$ cat src/rtl/sc_stream_decoder.sv
// sc_stream_decoder: counts ones over a 2^(ell+NC) sample window of a stochastic stream and returns a TW-bit estimate
//   i_clk, i_rst_n (sync, active-low)
//   i_start, i_ell    : begin a conversion at precision ell (clamped to W)
//   i_abort           : drop an in-flight conversion
//   i_z, i_z_valid    : stream input, o_z_ready accepts it
//   o_bz, o_bz_valid  : result output, taken by i_bz_ready
//   o_busy            : conversion in ACC or HOLD
module sc_stream_decoder #(
    parameter  int W  = 8,
    parameter  int NC = 0,
    localparam int TW = W + NC,
    localparam int LW = $clog2(W + 1)
) (
    input  logic          i_clk,
    input  logic          i_rst_n,
    input  logic          i_start,
    input  logic [LW-1:0] i_ell,
    input  logic          i_abort,
    input  logic          i_z,
    input  logic          i_z_valid,
    output logic          o_z_ready,
    output logic [TW-1:0] o_bz,
    output logic          o_bz_valid,
    input  logic          i_bz_ready,
    output logic          o_busy
);
    localparam logic [1:0] S_IDLE = 2'd0;
    localparam logic [1:0] S_ACC  = 2'd1;
    localparam logic [1:0] S_HOLD = 2'd2;
    logic [1:0]    r_state;
    logic [LW-1:0] r_ell;
    logic [TW:0]   r_n;
    logic [TW:0]   r_c;
    logic [TW-1:0] r_bz;
    logic          w_acc;
    logic [TW:0]   w_n_next;
    logic [TW:0]   w_c_next;
    logic [TW:0]   w_win;
    logic [LW-1:0] w_sh;
    logic [TW:0]   w_scaled;
    logic [TW-1:0] w_bz;
    logic [LW-1:0] w_ell_clamp;
    always_comb begin
        w_acc       = (r_state == S_ACC) && i_z_valid;
        w_n_next    = r_n + (TW+1)'(1);
        w_c_next    = r_c + (TW+1)'(i_z);
        w_win       = (TW+1)'(1) << (int'(r_ell) + NC);
        w_sh        = LW'(W) - r_ell;
        w_scaled    = w_c_next << w_sh;
        // all-ones window would scale to exactly 2^TW, which does not fit; saturate instead
        w_bz        = (w_c_next == w_win) ? {TW{1'b1}} : w_scaled[TW-1:0];
        w_ell_clamp = (i_ell > LW'(W)) ? LW'(W) : i_ell;
    end
    always_ff @(posedge i_clk) begin
        if (!i_rst_n) begin
            r_state <= S_IDLE;
            r_ell   <= '0;
            r_n     <= '0;
            r_c     <= '0;
            r_bz    <= '0;
        end else if (i_abort && r_state != S_IDLE) begin
            r_state <= S_IDLE;
            r_n     <= '0;
            r_c     <= '0;
        end else begin
            case (r_state)
                S_IDLE: if (i_start) begin
                    r_state <= S_ACC;
                    r_ell   <= w_ell_clamp;
                    r_n     <= '0;
                    r_c     <= '0;
                end
                S_ACC: if (w_acc) begin
                    r_n <= w_n_next;
                    r_c <= w_c_next;
                    if (w_n_next == w_win) begin
                        r_bz    <= w_bz;
                        r_state <= S_HOLD;
                    end
                end
                S_HOLD: if (i_bz_ready) r_state <= S_IDLE;
                default: r_state <= S_IDLE;
            endcase
        end
    end
    assign o_z_ready  = (r_state == S_ACC);
    assign o_bz_valid = (r_state == S_HOLD);
    assign o_busy     = (r_state == S_ACC) || (r_state == S_HOLD);
    assign o_bz       = r_bz;
endmodule

$ cat config.mk
export PLATFORM = sky130hd
export DESIGN_NAME = sc_stream_decoder
export DESIGN_NICKNAME = d
export VERILOG_FILES = /design/src/rtl/sc_stream_decoder.sv
export SDC_FILE = /design/constraint.sdc
export NUM_CORES = 1
export LEC_CHECK = 0
export BUFFER_PORTS_ARGS = -buffer_cell sky130_fd_sc_hd__buf_2
export CORE_AREA = 2 2 86 88
export CTS_BUF_LIST = sky130_fd_sc_hd__clkbuf_8
export CTS_CLUSTER_SIZE = 14
export DETAILED_ROUTE_END_ITERATION = 10
export DIE_AREA = 0 0 88 90
export SLEW_MARGIN = 15
export SYNTH_ARGS = -nofsm -noshare
export SYNTH_HDL_FRONTEND = slang
export SYNTH_SLANG_ARGS = --single-unit
$ cat constraint.sdc
create_clock -name i_clk -period 6.4 [get_ports i_clk]
set_clock_uncertainty 0.1 [all_clocks]
set_input_delay 0.64 -clock i_clk [delete_from_list [all_inputs] [get_ports i_clk]]
set_output_delay 0.64 -clock i_clk [all_outputs]
set_load 0.01 [all_outputs]
==> results of run 1 <==
==> final cells by class <==
| class | count | area (um^2) |
|---|---|---|
| fill | 748 | 4180 |
| multi-input combinational | 271 | 1840 |
| sequential | 32 | 641 |
| tap | 99 | 124 |
| timing repair buffer | 21 | 105 |
| clock buffer | 6 | 82.6 |
| inverter | 10 | 37.5 |
| clock inverter | 2 | 7.51 |
==> sequential cells by signal, summed over array words and instances (netlist names) <==
signal and count:
o_bz 8, r_c 9, r_ell 4, r_n 9, r_state 2
==> per-layer routing <==
layer / part of all wire [%] / global-route usage (%) / vias to the layer above / routed length, um
li1: - / - / 1249 / -
met1: 48 / 23.8 / 1185 / 3110
met2: 47 / 27.2 / 40 / 3040
met3: 3.4 / 4.41 / 6 / 219
met4: 0.73 / 3.46 / 0 / 47
met5: 0 / 0 / - / 0
==> cells in the mapped netlist (9+ instances only) <==
cell type	number	area, um^2
nand3_1	10	50.1
nor2_1	34	128
buf_2	10	50.1
xnor2_1	14	123
nor3_1	12	60.1
dfxtp_1	32	641
inv_1	9	33.8
a21oi_1	21	105
nand2_1	24	90.1
ha_1	12	150
o21ai_0	22	110
clkbuf_1	13	48.8
xor2_1	9	78.8
==> cells by family (layout without fill, tap and decap cells) <==
family	after synthesis	in the layout	synth area share (%)
AND/OR/NAND/NOR	128	128	25.8
multiplexers	11	11	5.21
buffers and inverters	36	39	6.02
adder cells (fa/ha/maj)	14	14	6.44
XOR/XNOR	24	24	8.53
flip-flops	32	32	24.3
AO/OA/AOI/OAI	94	94	23.8
==> metrics by stage <==
step / hold WS [ns] / util (%)
2_1_floorplan: 0.371 / -
3_3_place_gp: 0.397 / 39.2
3_5_place_dp: 0.412 / 39.2
4_1_cts: 0.423 / 40.4
5_1_grt: 0.457 / 40.4
6_report: 0.420 / 40.4
==> layout by cell type (no fill, tap or decap), types with 7 or more instances in the layout <==
cell     synthesis  layout
a21oi_1         21      21
inv_1            9      11
xnor2_1         14      14
nor3_1          12      12
xor2_1           9       9
nand2_1         24      24
o21ai_0         22      22
nor2_1          34      34
mux2i_1          7       7
dfxtp_1         32      32
ha_1            12      12
a22oi_1          8       8
buf_2           10      21
nand3_1         10      10
==> path summary, 6_finish.rpt <==
check	endpoint	startpoint	slack [ns]
hold / removal	r_c[8]	r_c[8]	0.42
setup / recovery	o_bz[0]	r_ell[0]	2.85
hold reg to reg	r_c[8]	r_c[8]	0.42
setup reg to reg	o_bz[0]	r_ell[0]	2.85
==> power by group <==
part / internal [mW] / total [mW] / switching (mW)
Combinational: 0.113 / 0.302 / 0.189
Clock: 0.0846 / 0.162 / 0.0779
Sequential: 0.218 / 0.240 / 0.0220
Total: 0.416 / 0.705 / 0.289
==> worst max-delay path, cell delays in order, from the launching register on <==
cell and delay [ns]:
dfxtp_1 0.63, inv_1 0.21, ha_1 0.28, ha_1 0.25, nand2_1 0.18, xnor2_1 0.17, a22oi_1 0.12, o32a_1 0.41
nor4_4 0.64, nand2_2 0.18, o221a_1 0.27
==> impl_metrics.csv, run 1 <==
group,metric,value,unit
final_layout,final_layout_size_suffix_gt1_share,11.4,%
sta,slew_violations,0,
clock_network,ctsHtreeMaxLevel,2,
sta,tns,0,ns
floorplan,die_w,88,um
routing,drc,0,
sta,finalWorstSetupSlack,2.85,ns
clock_network,clock-root-buffer,"clkbuf_8",
placement,gp_congestion,0.831,
sta,fmax,282,MHz
synth,synthFlopType,"dfxtp_1",
pwr,powerDensity,248,nW/um^2
final_layout,stdcell_area,2840,um^2
job,cap_violations,0,
placement,port_buffers,21,
sta,rsz0062_at_grt,"false",
synth,yosysWarnings,0,
synth,synthCells,339,
routing,wirelength,6.42,mm
global_routing,grt_pass1_wl,11.2,mm
routing,vias,2480,
clock_network,cts_buffers,5,
setup_path,worstPathArrival,3.62,ns
final_layout,final_cells,441,
global_routing,overflow,0,
setup_path,cp-start-kind,"flip-flop",
setup_path,r2r_cells,10,
sta,post-route-min-period,3.55,ns
clock_network,cts_tree,"done",
synth,async_flop_share,0,%
floorplan,start_util,37.6,%
setup_path,path_class,"flip-flop to flip-flop",
synth,yosysSeqAreaShare,24.3,%
sta,relSlewSlack,45.3,%
routing,postRouteAntennaNets,0,
final_layout,nets,364,
setup_path,critPathMaxFanout,15,
synth,avgSynthCellArea,7.79,um^2
hold_path,min_path_type,"flip-flop to flip-flop",
sta,worst_pin_slew,0.818,ns
setup_path,required,6.47,ns
routing,drt_first_pass_iters,4,
pwr,leakage,1.04,nW
placement,dp_hpwl,4.76,mm
pwr,irDropWorstVdd,111,uV
floorplan,die_area,7920,um^2
placement,dp_slack,2.83,ns
floorplan,ios,22,
clock_network,clock-sinks,32,
floorplan,fp.coreArea,7020,um^2
floorplan,die_h,90,um
sta,fin_crit_sh,55.5,%
synth,syn_area,2640,um^2
global_routing,grt_util_all_layers,17.3,%
setup_path,end_kind,"flip-flop",
clock_network,clk-insertion-delay-late,0.29,ns
placement,dpl_cell_area,2750,um^2
clock_network,post_cts_buffers,0,
floorplan,row_count,31,
clock_network,path_clk_slew,0.07,ns
clock_network,cts_resized,0,
clock_network,cts_max_path_buffers,2,
global_routing,antenna_found_initial,0,
routing,drtIter0Drc,151,
sta,finalHoldViolCount,0,
sta,finalSetupViolCount,0,
global_routing,grt_max_degree,24,
final_layout,area_delta_synth_final,7.48,%
synth,ys_seq_elements,32,
status,status,"finished clean",
clock_network,hold_buffers,0,
synth,synth_fp_nets,362,
routing,post_drt_wl_per_cell,14.5,um
synth,synth_edf_count,0,
hold_path,whs_path_depth,2,
global_routing,grt_pass1_vias,2325,
placement,dp_cells,433,
synth,synth_cell_types,63,
final_layout,diodes,0,
pwr,p_total,0.705,mW
routing,viasPerCell,5.62,
(Power assumes the default switching activity.)
==> run 2: changes to the inputs <==
--- a/config.mk
+++ b/config.mk
@@ -5,12 +5,13 @@
 export SDC_FILE = /design/constraint.sdc
 export NUM_CORES = 1
 export LEC_CHECK = 0
+export ABC_AREA = 1
 export BUFFER_PORTS_ARGS = -buffer_cell sky130_fd_sc_hd__buf_2
-export CORE_AREA = 2 2 86 88
+export CORE_AREA = 2 2 85 87
 export CTS_BUF_LIST = sky130_fd_sc_hd__clkbuf_8
 export CTS_CLUSTER_SIZE = 14
 export DETAILED_ROUTE_END_ITERATION = 10
-export DIE_AREA = 0 0 88 90
+export DIE_AREA = 0 0 87 89
 export SLEW_MARGIN = 15
 export SYNTH_ARGS = -nofsm -noshare
 export SYNTH_HDL_FRONTEND = slang
==> constraint.sdc (replaced) <==
create_clock -name i_clk -period 3.2 [get_ports i_clk]
set_clock_uncertainty 0.1 [all_clocks]
set_input_delay 0.32 -clock i_clk [delete_from_list [all_inputs] [get_ports i_clk]]
set_output_delay 0.32 -clock i_clk [all_outputs]
set_load 0.01 [all_outputs]
==> run 2 against run 1 <==
Sequential cell count stayed put. Register-to-register slack worse by 2.4 ns. Global-route usage is 0.35 points higher. Largest cell class unchanged.
==> impl_metrics.csv, run 2 <==
group,metric,value,unit
status,status,"finished clean",
placement,dpl_cell_area,2740,um^2
final_layout,final_cell_mix,"nand2_1 (172), inv_1 (53), nand3_1 (51), dfxtp_1 (32), nor2_1 (31)",
synth,synth_area_leaders,"nand2_1 (25%), dfxtp_1 (25%), nand3_1 (9.9%)",
synth,synthSimpleGateAreaFrac,50.6,%
sta,finalHoldViolCount,0,
pwr,powerDensity,526,nW/um^2
routing,viasPerCell,4.93,
final_layout,final_common_cell,"nand2_1",
pwr,p_total,1.49,mW
final_layout,final_cells,543,
setup_path,cp-start-kind,"flip-flop",
clock_network,cts_resized,0,
synth,synthMuxAreaShare,0,%
floorplan,ios,22,
final_layout,nets,485,
synth,async_flop_share,0,%
sta,relSlewSlack,63.5,%
synth,synth.most_common_cell,"nand2_1",
global_routing,grt_pass1_wl,11.0,mm
synth,yosysWarnings,0,
pwr,leakage,1.43,nW
setup_path,critPathMaxFanout,15,
synth,synth_top_area_cell,"nand2_1",
pwr,irDropWorstVdd,393,uV
floorplan,die_w,87,um
placement,dp_slack,0.510,ns
synth,avgSynthCellArea,5.84,um^2
routing,postRouteAntennaNets,0,
routing,routed.top_layer,"met4",
final_layout,area_delta_synth_final,10.4,%
final_layout,final_core_util,42.2,%
sta,slew_violations,0,
sta,rsz0062_at_grt,"false",
placement,port_buffers,21,
sta,tns,0,ns
final_layout,stdcell_area,2840,um^2
global_routing,antenna_found_initial,0,
routing,vias,2677,
routing,met1_length,3.04,mm
sta,hold_ws,0.173,ns
clock_network,cts_tree,"done",
clock_network,cts_buffers,5,
synth,synth_edf_count,0,
floorplan,die_area,7740,um^2
sta,finalWorstSetupSlack,0.480,ns
synth,synth_xor_area_share,0.341,%
synth,synth_compound_area_share,8.18,%
routing,post_drt_wl_per_cell,11.7,um
final_layout,diodes,0,
clock_network,clock-sinks,32,
clock_network,ctsHtreeMaxLevel,2,
global_routing,grt_util_all_layers,17.6,%
synth,synth_fp_nets,463,
clock_network,clock-root-buffer,"clkbuf_8",
sta,post-route-min-period,2.72,ns
clock_network,clk-insertion-delay-late,0.28,ns
clock_network,path_clk_slew,0.07,ns
synth,syn_area,2570,um^2
synth,synthFlopType,"dfxtp_1",
synth,synthCells,440,
global_routing,grt_pass1_vias,2472,
routing,met2_length,2.95,mm
setup_path,worstPathArrival,2.80,ns
global_routing,overflow,0,
synth,synth_cell_types,27,
synth,ys_seq_elements,32,
synth,yosysTopAreaCellShare,25.1,%
routing,drt_first_pass_iters,4,
final_layout,final_layout_size_suffix_gt1_share,12.7,%
synth,yosysSeqAreaShare,24.9,%
global_routing,grt_max_degree,19,
synth,synthAdderAreaFrac,5.85,%
routing,wl_met3,319,um
sta,worst_pin_slew,0.544,ns
floorplan,row_count,30,
synth,yosys-top-cells-count,"nand2_1 (172), inv_1 (53), nand3_1 (51)",
sta,finalSetupViolCount,0,
floorplan,start_util,38.2,%
placement,gp_congestion,0.929,
sta,fin_crit_sh,85.0,%
placement,dp_hpwl,4.99,mm
clock_network,post_cts_buffers,0,
hold_path,min_path_type,"input port to flip-flop",
placement,dp_cells,535,
routing,wirelength,6.37,mm
sta,fmax,368,MHz
clock_network,cts_max_path_buffers,2,
routing,drtIter0Drc,201,
setup_path,required,3.28,ns
floorplan,fp.coreArea,6720,um^2
synth,synth_top_family_by_area,"simple AND/OR/NAND/NOR gates",
clock_network,hold_buffers,0,
setup_path,end_kind,"flip-flop",
job,cap_violations,0,
routing,drc,0,
floorplan,die_h,89,um
setup_path,path_class,"flip-flop to flip-flop",
-- run 2: cell count changes in the layout (fill, tap and decap cells not counted), sizes merged, moves of 7 or more --
cell / before / now
nand4: 2 / 9
inv: 11 / 57
a21oi: 21 / 30
nor4: 7 / 0
a22oi: 8 / 0
nand2: 25 / 178
nand3: 10 / 52
o21ai: 26 / 7
o221a: 7 / 0
xor2: 9 / 1
mux2i: 7 / 0
xnor2: 14 / 0
-- run 2: worst paths after layout --
path              slack [ns]     start  cells after the start        to
hold reg to reg         0.37    r_c[0]                      2    r_c[0]
setup / recovery        0.48  r_ell[0]                     13   o_bz[0]
setup reg to reg        0.48  r_ell[0]                     13   o_bz[0]
hold / removal          0.17  i_ell[1]                      3  r_ell[1]
-- run 2: routing by layer --
| metal | GRT usage (%) | up-vias |
|---|---|---|
| met5 | 0 | - |
| met4 | 5.68 | 0 |
| met3 | 2.86 | 6 |
| met2 | 29.4 | 59 |
| met1 | 23.3 | 1173 |
| li1 | - | 1439 |
-- run 2: layout make-up --
class / instances / area (um^2)
clock buffer: 6 / 82.6
clock inverter: 2 / 10.0
multi-input combinational: 342 / 1670
timing repair buffer: 22 / 113
tap: 80 / 100
fill: 722 / 3880
inverter: 59 / 221
sequential: 32 / 641
-- run 2: logic make-up after synthesis --
logic type / Yosys count
compound gates: 40
fa+ha+maj: 12
xor+xnor: 1
buf+inv: 66
simple gates: 289
flops: 32
-- run 2: critical path, stage by stage, from the launching register on --
cell     delay, ns
dfxtp_1       0.60
inv_1         0.24
ha_1          0.28
ha_1          0.23
nand2_1       0.11
nand2_1       0.05
nand2_1       0.07
nand3_1       0.08
nor2_1        0.09
nand2_1       0.09
nor2_4        0.14
nand4_4       0.27
nor3_2        0.20
nor2_1        0.06
-- run 2: power by group --
group / switching (mW) / internal [mW] / leakage (nW)
registers: 0.0336 / 0.437 / 0.259
clock network: 0.163 / 0.172 / 0.0510
logic: 0.467 / 0.219 / 1.12
total: 0.664 / 0.828 / 1.43
